**src/rtl/vrf_writeback_stage.sv**
```systemverilog
// Lane writeback stage: per-source result FIFOs arbitrated round-robin onto the
// single VRF write port, with a one-cycle "written" pulse back to each source.
module vrf_writeback_stage #(
  parameter int NrSources = 5,
  parameter int BufDepth  = 2,
  parameter int AddrWidth = 16,
  parameter int DataWidth = 64,
  parameter int IdWidth   = 3,
  localparam int BeWidth  = DataWidth / 8,
  localparam int SrcWidth = (NrSources > 1) ? $clog2(NrSources) : 1
) (
  input  logic                                 clk_i,
  input  logic                                 rst_i,
  input  logic [NrSources-1:0]                 result_req_i,
  input  logic [NrSources-1:0][AddrWidth-1:0]  result_addr_i,
  input  logic [NrSources-1:0][DataWidth-1:0]  result_wdata_i,
  input  logic [NrSources-1:0][BeWidth-1:0]    result_be_i,
  input  logic [NrSources-1:0][IdWidth-1:0]    result_id_i,
  output logic [NrSources-1:0]                 result_gnt_o,
  output logic [NrSources-1:0]                 result_written_o,
  output logic [NrSources-1:0][IdWidth-1:0]    result_written_id_o,
  output logic                                 vrf_wr_valid_o,
  input  logic                                 vrf_wr_ready_i,
  output logic [AddrWidth-1:0]                 vrf_wr_addr_o,
  output logic [DataWidth-1:0]                 vrf_wr_data_o,
  output logic [BeWidth-1:0]                   vrf_wr_be_o,
  output logic [SrcWidth-1:0]                  vrf_wr_src_o
);

  localparam int CntWidth = $clog2(BufDepth + 1);
  localparam int PtrWidth = (BufDepth > 1) ? $clog2(BufDepth) : 1;
  localparam logic [CntWidth-1:0] FullCnt = CntWidth'(BufDepth);
  localparam logic [PtrWidth-1:0] LastPtr = PtrWidth'(BufDepth - 1);
  localparam logic [SrcWidth-1:0] LastSrc = SrcWidth'(NrSources - 1);
  localparam logic [SrcWidth:0]   NrSrcW  = (SrcWidth + 1)'(NrSources);

  logic [NrSources-1:0]                not_empty;
  logic [NrSources-1:0]                pop_vec;
  logic [NrSources-1:0][AddrWidth-1:0] head_addr;
  logic [NrSources-1:0][DataWidth-1:0] head_data;
  logic [NrSources-1:0][BeWidth-1:0]   head_be;
  logic [NrSources-1:0][IdWidth-1:0]   head_id;

  logic [SrcWidth-1:0] rr_q, rr_next;
  logic                lock_q, lock_next;
  logic [SrcWidth-1:0] lock_src_q, lock_src_next;
  logic                arb_found;
  logic [SrcWidth-1:0] arb_src;
  logic [SrcWidth-1:0] sel_src;
  logic                wr_valid;
  logic                handshake;

  logic [NrSources-1:0]              written_q;
  logic [NrSources-1:0][IdWidth-1:0] written_id_q;

  // Per-source FIFOs; grant depends only on the registered fill count.
  for (genvar gi = 0; gi < NrSources; gi++) begin : g_fifo
    logic [AddrWidth-1:0] addr_mem [BufDepth];
    logic [DataWidth-1:0] data_mem [BufDepth];
    logic [BeWidth-1:0]   be_mem   [BufDepth];
    logic [IdWidth-1:0]   id_mem   [BufDepth];
    logic [PtrWidth-1:0]  wr_ptr_q;
    logic [PtrWidth-1:0]  rd_ptr_q;
    logic [CntWidth-1:0]  count_q;
    logic                 push;
    logic                 pop;

    assign push = result_req_i[gi] & result_gnt_o[gi];
    assign pop  = pop_vec[gi];

    always_ff @(posedge clk_i) begin
      if (push) begin
        addr_mem[wr_ptr_q] <= result_addr_i[gi];
        data_mem[wr_ptr_q] <= result_wdata_i[gi];
        be_mem[wr_ptr_q]   <= result_be_i[gi];
        id_mem[wr_ptr_q]   <= result_id_i[gi];
      end
    end

    always_ff @(posedge clk_i) begin
      if (rst_i) begin
        wr_ptr_q <= '0;
        rd_ptr_q <= '0;
        count_q  <= '0;
      end else begin
        if (push) begin
          wr_ptr_q <= (wr_ptr_q == LastPtr) ? '0 : wr_ptr_q + 1'b1;
        end
        if (pop) begin
          rd_ptr_q <= (rd_ptr_q == LastPtr) ? '0 : rd_ptr_q + 1'b1;
        end
        case ({push, pop})
          2'b10:   count_q <= count_q + 1'b1;
          2'b01:   count_q <= count_q - 1'b1;
          default: count_q <= count_q;
        endcase
      end
    end

    assign result_gnt_o[gi] = (count_q != FullCnt);
    assign not_empty[gi]    = (count_q != '0);
    assign head_addr[gi]    = addr_mem[rd_ptr_q];
    assign head_data[gi]    = data_mem[rd_ptr_q];
    assign head_be[gi]      = be_mem[rd_ptr_q];
    assign head_id[gi]      = id_mem[rd_ptr_q];
    assign pop_vec[gi]      = handshake && (sel_src == SrcWidth'(gi));
  end

  // Round-robin search starting at rr_q, wrapping with an explicit compare.
  always_comb begin : arb
    logic [SrcWidth:0]   sum;
    logic [SrcWidth-1:0] idx;
    arb_found = 1'b0;
    arb_src   = '0;
    sum       = '0;
    idx       = '0;
    for (int i = 0; i < NrSources; i++) begin
      sum = {1'b0, rr_q} + (SrcWidth + 1)'(i);
      if (sum >= NrSrcW) begin
        sum = sum - NrSrcW;
      end
      idx = sum[SrcWidth-1:0];
      if (!arb_found && not_empty[idx]) begin
        arb_found = 1'b1;
        arb_src   = idx;
      end
    end
  end

  assign sel_src   = lock_q ? lock_src_q : arb_src;
  assign wr_valid  = lock_q | arb_found;
  assign handshake = wr_valid & vrf_wr_ready_i;

  // Lock/pointer state register.
  always_ff @(posedge clk_i) begin
    if (rst_i) begin
      rr_q       <= '0;
      lock_q     <= 1'b0;
      lock_src_q <= '0;
    end else begin
      rr_q       <= rr_next;
      lock_q     <= lock_next;
      lock_src_q <= lock_src_next;
    end
  end

  // Next state: a stalled request pins the selection until it is accepted.
  always_comb begin
    rr_next       = rr_q;
    lock_next     = lock_q;
    lock_src_next = lock_src_q;
    if (handshake) begin
      rr_next   = (sel_src == LastSrc) ? '0 : sel_src + 1'b1;
      lock_next = 1'b0;
    end else if (wr_valid) begin
      lock_next     = 1'b1;
      lock_src_next = sel_src;
    end
  end

  // Outputs: selected head, forced to zero when idle.
  always_comb begin
    vrf_wr_valid_o = wr_valid;
    vrf_wr_addr_o  = '0;
    vrf_wr_data_o  = '0;
    vrf_wr_be_o    = '0;
    vrf_wr_src_o   = '0;
    if (wr_valid) begin
      vrf_wr_addr_o = head_addr[sel_src];
      vrf_wr_data_o = head_data[sel_src];
      vrf_wr_be_o   = head_be[sel_src];
      vrf_wr_src_o  = sel_src;
    end
  end

  always_ff @(posedge clk_i) begin
    if (rst_i) begin
      written_q    <= '0;
      written_id_q <= '0;
    end else begin
      written_q <= pop_vec;
      for (int s = 0; s < NrSources; s++) begin
        written_id_q[s] <= pop_vec[s] ? head_id[s] : '0;
      end
    end
  end

  assign result_written_o    = written_q;
  assign result_written_id_o = written_id_q;

endmodule

```
**config.mk**
```make
export PLATFORM = sky130hd
export DESIGN_NAME = vrf_writeback_stage
export DESIGN_NICKNAME = d
export VERILOG_FILES = /design/src/rtl/vrf_writeback_stage.sv
export SDC_FILE = /design/constraint.sdc
export NUM_CORES = 1
export LEC_CHECK = 0
export ABC_AREA = 1
export CORE_MARGIN = 4
export CORE_UTILIZATION = 50
export DETAILED_ROUTE_END_ITERATION = 10
export GPL_TIMING_DRIVEN = 0
export PLACE_DENSITY_LB_ADDON = 0.25
export SYNTH_ARGS = -nofsm -noshare
export SYNTH_HDL_FRONTEND = slang
export SYNTH_SLANG_ARGS = --single-unit
```
**constraint.sdc**
```tcl
create_clock -name clk_i -period 16.7 [get_ports clk_i]
set_input_delay 2.505 -clock clk_i [delete_from_list [all_inputs] [get_ports clk_i]]
set_output_delay 2.505 -clock clk_i [all_outputs]
set_load 0.02 [all_outputs]
```
== Word-level counts from Yosys, hierarchy flattened ==
Memory sizes are Yosys's and may differ from the RTL's. A register that Yosys moved wholly into a read port is not among the register bits.
Index checks and enable logic that the tools add are counted.

* Register bits: 32
* Bits in writable memories: 910
* Bits of input ports: 463
* Logic and storage cells: 235
* Memories: 20

* $add $sub $neg: 30
* $lt $le $gt $ge: 11
* Equality and inequality tests: 19
* Multiplexer cells: 92
* Bitwise logic cells: 13
* Reductions and logical operators: 31

{| class="wikitable"
|+ Memory list
! memory !! words !! bits a word !! read ports !! clocked after Yosys merged registers in !! wr ports !! RTL line !! text
|-
| g_fifo[0].data_mem || 2 || 64 || 1 || 1 || 1 || 59 || <nowiki>logic [DataWidth-1:0] data_mem [BufDepth];</nowiki>
|-
| g_fifo[1].data_mem || 2 || 64 || 1 || 1 || 1 || 59 ||
|-
| g_fifo[2].data_mem || 2 || 64 || 1 || 1 || 1 || 59 ||
|-
| g_fifo[3].data_mem || 2 || 64 || 1 || 1 || 1 || 59 ||
|-
| g_fifo[4].data_mem || 2 || 64 || 1 || 1 || 1 || 59 ||
|-
| g_fifo[0].addr_mem || 2 || 16 || 1 || 1 || 1 || 58 || <nowiki>logic [AddrWidth-1:0] addr_mem [BufDepth];</nowiki>
|-
| 14 more memories || - || - || - || - || - || - ||
|}

{| class="wikitable"
|+ Operators by type and width
! cell !! number
|-
| $bmux 64 s3 || 1
|-
| $mux 64 || 2
|-
| $mux 1 || 60
|-
| $bmux 16 s3 || 1
|-
| $mux 3 || 13
|-
| $mux 16 || 2
|-
| $bmux 8 s3 || 1
|-
| $lt 3x4->1 const B || 6
|-
| $pmux 2 s2 || 5
|-
| $reduce_bool 2->1 || 10
|-
| $ge 4x3->1 const B || 4
|-
| $mux 8 || 2
|-
| $bmux 1 s3 || 5
|-
| $sub 3x3->3 const B || 5
|-
| $reduce_or 2->1 || 6
|-
| $add 1x1->1 const B || 10
|-
| $add 2x1->2 const B || 5
|-
| $eq 2x1->1 const B || 5
|-
| $eq 2x2->1 const B || 5
|-
| $ne 2x2->1 const B || 5
|-
| $sub 2x1->2 const B || 5
|-
| $logic_and 1x1->1 || 9
|-
| $add 3x2->4 const B || 2
|-
| $and 1x1->1 || 6
|-
| 12 further kinds || 21
|}

== Longest topological paths before layout ==
Gate-level depths: netlist of the first run.

* Depth in word-level cells: 22
* Mapped depth: 31
* Gate-level depth less buffers: 29

== Worst setup path after synthesis of the first run ==
OpenSTA, ideal clock, no wires.

* Path type: input port to flip-flop
* From: in result_req_i[0]
* To: mem g_fifo[0].addr_mem[1][0], enable pin
* Library setup time: 543 ps
* Arrival time: 6,420 ps
* Data required time: 16,157 ps
* Slack: 9,737 ps
* Stages: 2
* Path through: nand2_1 nor2_1

* Word-level cells in the longest chain between the ends: 3

{| class="wikitable"
|+ RTL lines
! element !! RTL line !! text
|-
| from (decl) || 14 || <nowiki>input logic [NrSources-1:0] result_req_i,</nowiki>
|-
| $and 1x1->1 || 68 || <nowiki>assign push = result_req_i[gi] & result_gnt_o[gi];</nowiki>
|-
| $mux 1 || 72 || <nowiki>if (push) begin</nowiki>
|-
| $mux 1 (not written as such) || 73 || <nowiki>addr_mem[wr_ptr_q] <= result_addr_i[gi];</nowiki>
|-
| to (decl) || 58 ||
|}

No other way between the ends.

== Worst setup path in the final report of the first run ==
* From: reg rr_q[1]
* To: out vrf_wr_data_o[51]

* Word-level cells in the longest chain between the ends: 21
* Elaborated cells on any way between the ends: 52
* Those cells by class: 9 x add/sub; 5 x order compare; 29 x mux; 1 x bitwise; 8 x reduce/logical

{| class="wikitable"
|+ RTL lines
! element !! RTL line !! text
|-
| from (decl) || 44 || <nowiki>logic [SrcWidth-1:0] rr_q, rr_next;</nowiki>
|-
| from (signal assigned) || 141 || <nowiki>rr_q <= rr_next;</nowiki>
|-
| branches (longest 20 deep; another with $add 3x1->4) || - ||
|-
| $mux 64 (*) || 168 || <nowiki>if (wr_valid) begin</nowiki>
|-
| to (decl) || 25 || <nowiki>output logic [DataWidth-1:0] vrf_wr_data_o,</nowiki>
|}

Every way passes the cells marked *. The select of a mux whose other input is x is not followed.

==> results of run 1 <==
[worst register-to-register path: cells and delay by family, from the launching register on]
family                   cells  cell delay [ns]
AO/OA/AOI/OAI                5             0.60
adder cells (fa/ha/maj)      4             1.21
buffers and inverters        6             1.41
flip-flops                   1             0.52
AND/OR/NAND/NOR             13             1.26
[layout make-up]
class | instances | area (um^2) | area share [%]
plain buffers | 198 | 873 | 1.66
inverters | 323 | 1210 | 2.31
well taps | 1070 | 1340 | 2.55
diodes | 41 | 103 | 0.195
flip-flops and latches | 962 | 28400 | 53.9
clock buffers | 129 | 2710 | 5.15
multi-input cells | 1919 | 11000 | 20.8
repair buffers | 609 | 6400 | 12.2
clock inverters | 57 | 624 | 1.19
[cells by family (layout without fill, tap and decap cells)]
family / Yosys count / in the layout / share of synthesized area [%]
compound gates: 245 / 245 / 3.74
xor+xnor: 2 / 2 / 0.0606
fa+ha+maj: 15 / 15 / 0.472
buf+inv: 521 / 1316 / 5.04
flops: 962 / 962 / 68.6
mux: 358 / 358 / 8.67
other cells: 0 / 41 / 0
simple gates: 1299 / 1299 / 13.4
[path summary, 6_finish.rpt]
path / slack (ns) / cells after the start / endpoint / start
setup / recovery: 8.42 / 25 / vrf_wr_data_o[51] / rr_q[1]$_SDFFE_PP0P_
hold / removal: 0.49 / 2 / lock_src_q[2]$_SDFFE_PP0P_ / lock_src_q[2]$_SDFFE_PP0P_
setup reg to reg: 11.60 / 28 / g_fifo[3].count_q[1]$_SDFFE_PP0P_ / rr_q[1]$_SDFFE_PP0P_
hold reg to reg: 0.49 / 2 / lock_src_q[2]$_SDFFE_PP0P_ / lock_src_q[2]$_SDFFE_PP0P_
[per-layer routing]
layer / share of wire, % / track usage (%) / up-vias
met3: 9.5 / 6.82 / 268
met1: 38 / 35.5 / 14000
met4: 4.3 / 12.9 / 16
met2: 48 / 46.4 / 1295
met5: 0.086 / 0 / -
li1: - / - / 13400
[flip-flops by register name, summed over array words and instances, names as in the netlist, named ones only]
register	count
g_fifo.addr_mem	160
g_fifo.be_mem	80
g_fifo.count_q	10
g_fifo.data_mem	640
g_fifo.id_mem	30
g_fifo.rd_ptr_q	5
g_fifo.wr_ptr_q	5
lock_q	1
lock_src_q	3
result_written_id_o	15
result_written_o	5
rr_q	3
[layout by cell type (no fill, tap or decap), types with 53 or more instances in the layout]
cell and n:
edfxtp_1 910, nand2_1 814, clkdlybuf4s50_1 579, nand3_1 393, mux2i_1 357, inv_1 313, clkbuf_1 130, clkbuf_16 104
a21oi_1 102, o211ai_1 91, buf_2 53
[per-stage QoR]
stage | std cells | hold slack (ns) | worst slack [ns] | area [um^2] | util [%]
2_1_floorplan | 3402 | 0.453 | 9.74 | 41300 | -
3_3_place_gp | 5051 | 0.466 | 5.61 | 48500 | 59.1
3_5_place_dp | 5081 | 0.473 | 9.13 | 49200 | 60.0
4_1_cts | 5267 | 0.490 | 8.36 | 52500 | 64.0
5_1_grt | 5286 | 0.532 | 8.08 | 52500 | 64.1
6_report | 5308 | 0.488 | 8.42 | 52600 | 64.1
==> qor.yml, run 1 <==
yosys:
  avgSynthCellArea_um2: 12.2
  synthesis.nets: 3880
  yosys_warnings: 0
  ys_ff_latch: 962
  synth_top_area_share_pct: 66.1
  netlist_top_cells_area: "edfxtp_1 66%, mux2i_1 8.6%, nand2_1 7.4%, nand3_1 4.8%, inv_1 2.8%"
  synth_cells: 3402
  netlist.top_cell.by_area: "edfxtp_1"
  async_flop_share_pct: 0
  synth_cell_types: 39
  syn_area_um2: 41300
  ys_top_cells_by_count: "910 x edfxtp_1, 814 x nand2_1, 393 x nand3_1, 357 x mux2i_1, 313 x inv_1"
  synth_ff_type: "edfxtp_1"
  yosysSeqAreaShare_pct: 68.6
  yosysMostFrequentCell: "edfxtp_1"
  synth_edf_count: 910
critical_path:
  cp-end-kind: "output port"
  worst_path_most_repeated_cell: "nand2_1"
  crit_family: "simple AND/OR/NAND/NOR gates"
  path_buf_inv: 6
  crit_slowest_cell: "clkdlybuf4s50_1"
  criticalPathCategory: "reg -> out"
  crit_required_ns: 14.20
  worstSetupStartpointType: "flip-flop"
  crit_fanout: 10
  slowest_delay_ns: 0.69
  worstPathArrival_ns: 5.78
sta:
  maxSlewHeadroom_pct: 2.37
  drv_slew: 0
  fin_crit_sh_pct: 49.6
  finalCriticalPeriod_ns: 8.28
  fmax_ghz: 0.121
  rsz0062_at_grt: "false"
  tns_ns: 0
  final.setup_skew_ns: 0.0254
  worstMarginPinSlew_ns: 1.46
  hold_viol: 0
  finalSetupViolations: 0
floorplan:
  initial_core_util_pct: 50.4
  ios: 580
  rows: 105
  coreArea_um2: 82000
  die_w_um: 296
  fp.dieArea_um2: 87300
  die_h_um: 296
global_routing:
  grt_max_degree: 31
  grt_pass1_wl_mm: 180
  grt_util_all_layers_pct: 28.2
  grt_pass1_vias: 28400
  antenna_found_initial: 52
  overflow: 0
min_path:
  hold_class: "reg -> reg"
routing:
  vias_per_cell: 5.46
  ant_nets: 0
  wl_per_cell_um: 23.8
  route.detailed.drc: 0
  wl_mm: 126
  drt_first_pass_iters: 5
  routed-via-count: 29000
  drt_iter0_markers: 2408
cts:
  cts.reportedPaths.clkPinSlew_ns: 0.07
  post_cts_resize_count: 0
  clockRootBuffer: "clkbuf_16"
  cts_buffer_depth: 3
  numCtsBuffers: 100
  h-tree-depth: 3
  cts.sinks: 962
  clock_latency_ns: 0.66
  tritoncts: "done"
  postCtsSetupRepairBufs: 0
  cts-hold-fix-buffers: 0
run_status:
  outcome: "finished, final reports clean"
layout:
  syn_to_final_growth_pct: 27.2
  drive_above_1_share_pct: 7.31
  fillCellCount: 6193
  final_nets: 4591
place:
  io_buffers: 579
  hpwl_mm: 91.6
  place_congestion: 0.894
job:
  cap_viol_max_count: 0
Power of run 1 is left out: the tool's default activity adds up to more than one toggle a clock period on the data nets, which glitch-free logic cannot reach.
==> run 2, diff against run 1 <==
==> constraint.sdc (replaced) <==
create_clock -name clk_i -period 7.4 [get_ports clk_i]
set_input_delay 1.11 -clock clk_i [delete_from_list [all_inputs] [get_ports clk_i]]
set_output_delay 1.11 -clock clk_i [all_outputs]
set_load 0.02 [all_outputs]
==> results of run 2 <==
Same layout as run 1 (identical final DEF). Status: finished, final reports clean.
Among the figures that moved: setup slack after placement 9.13 ns -> 1.22 ns; setup slack after layout 8.42 ns -> 0.514 ns; register-to-register setup slack 11.60 ns -> 2.30 ns
Power of run 2 is left out for the same reason.
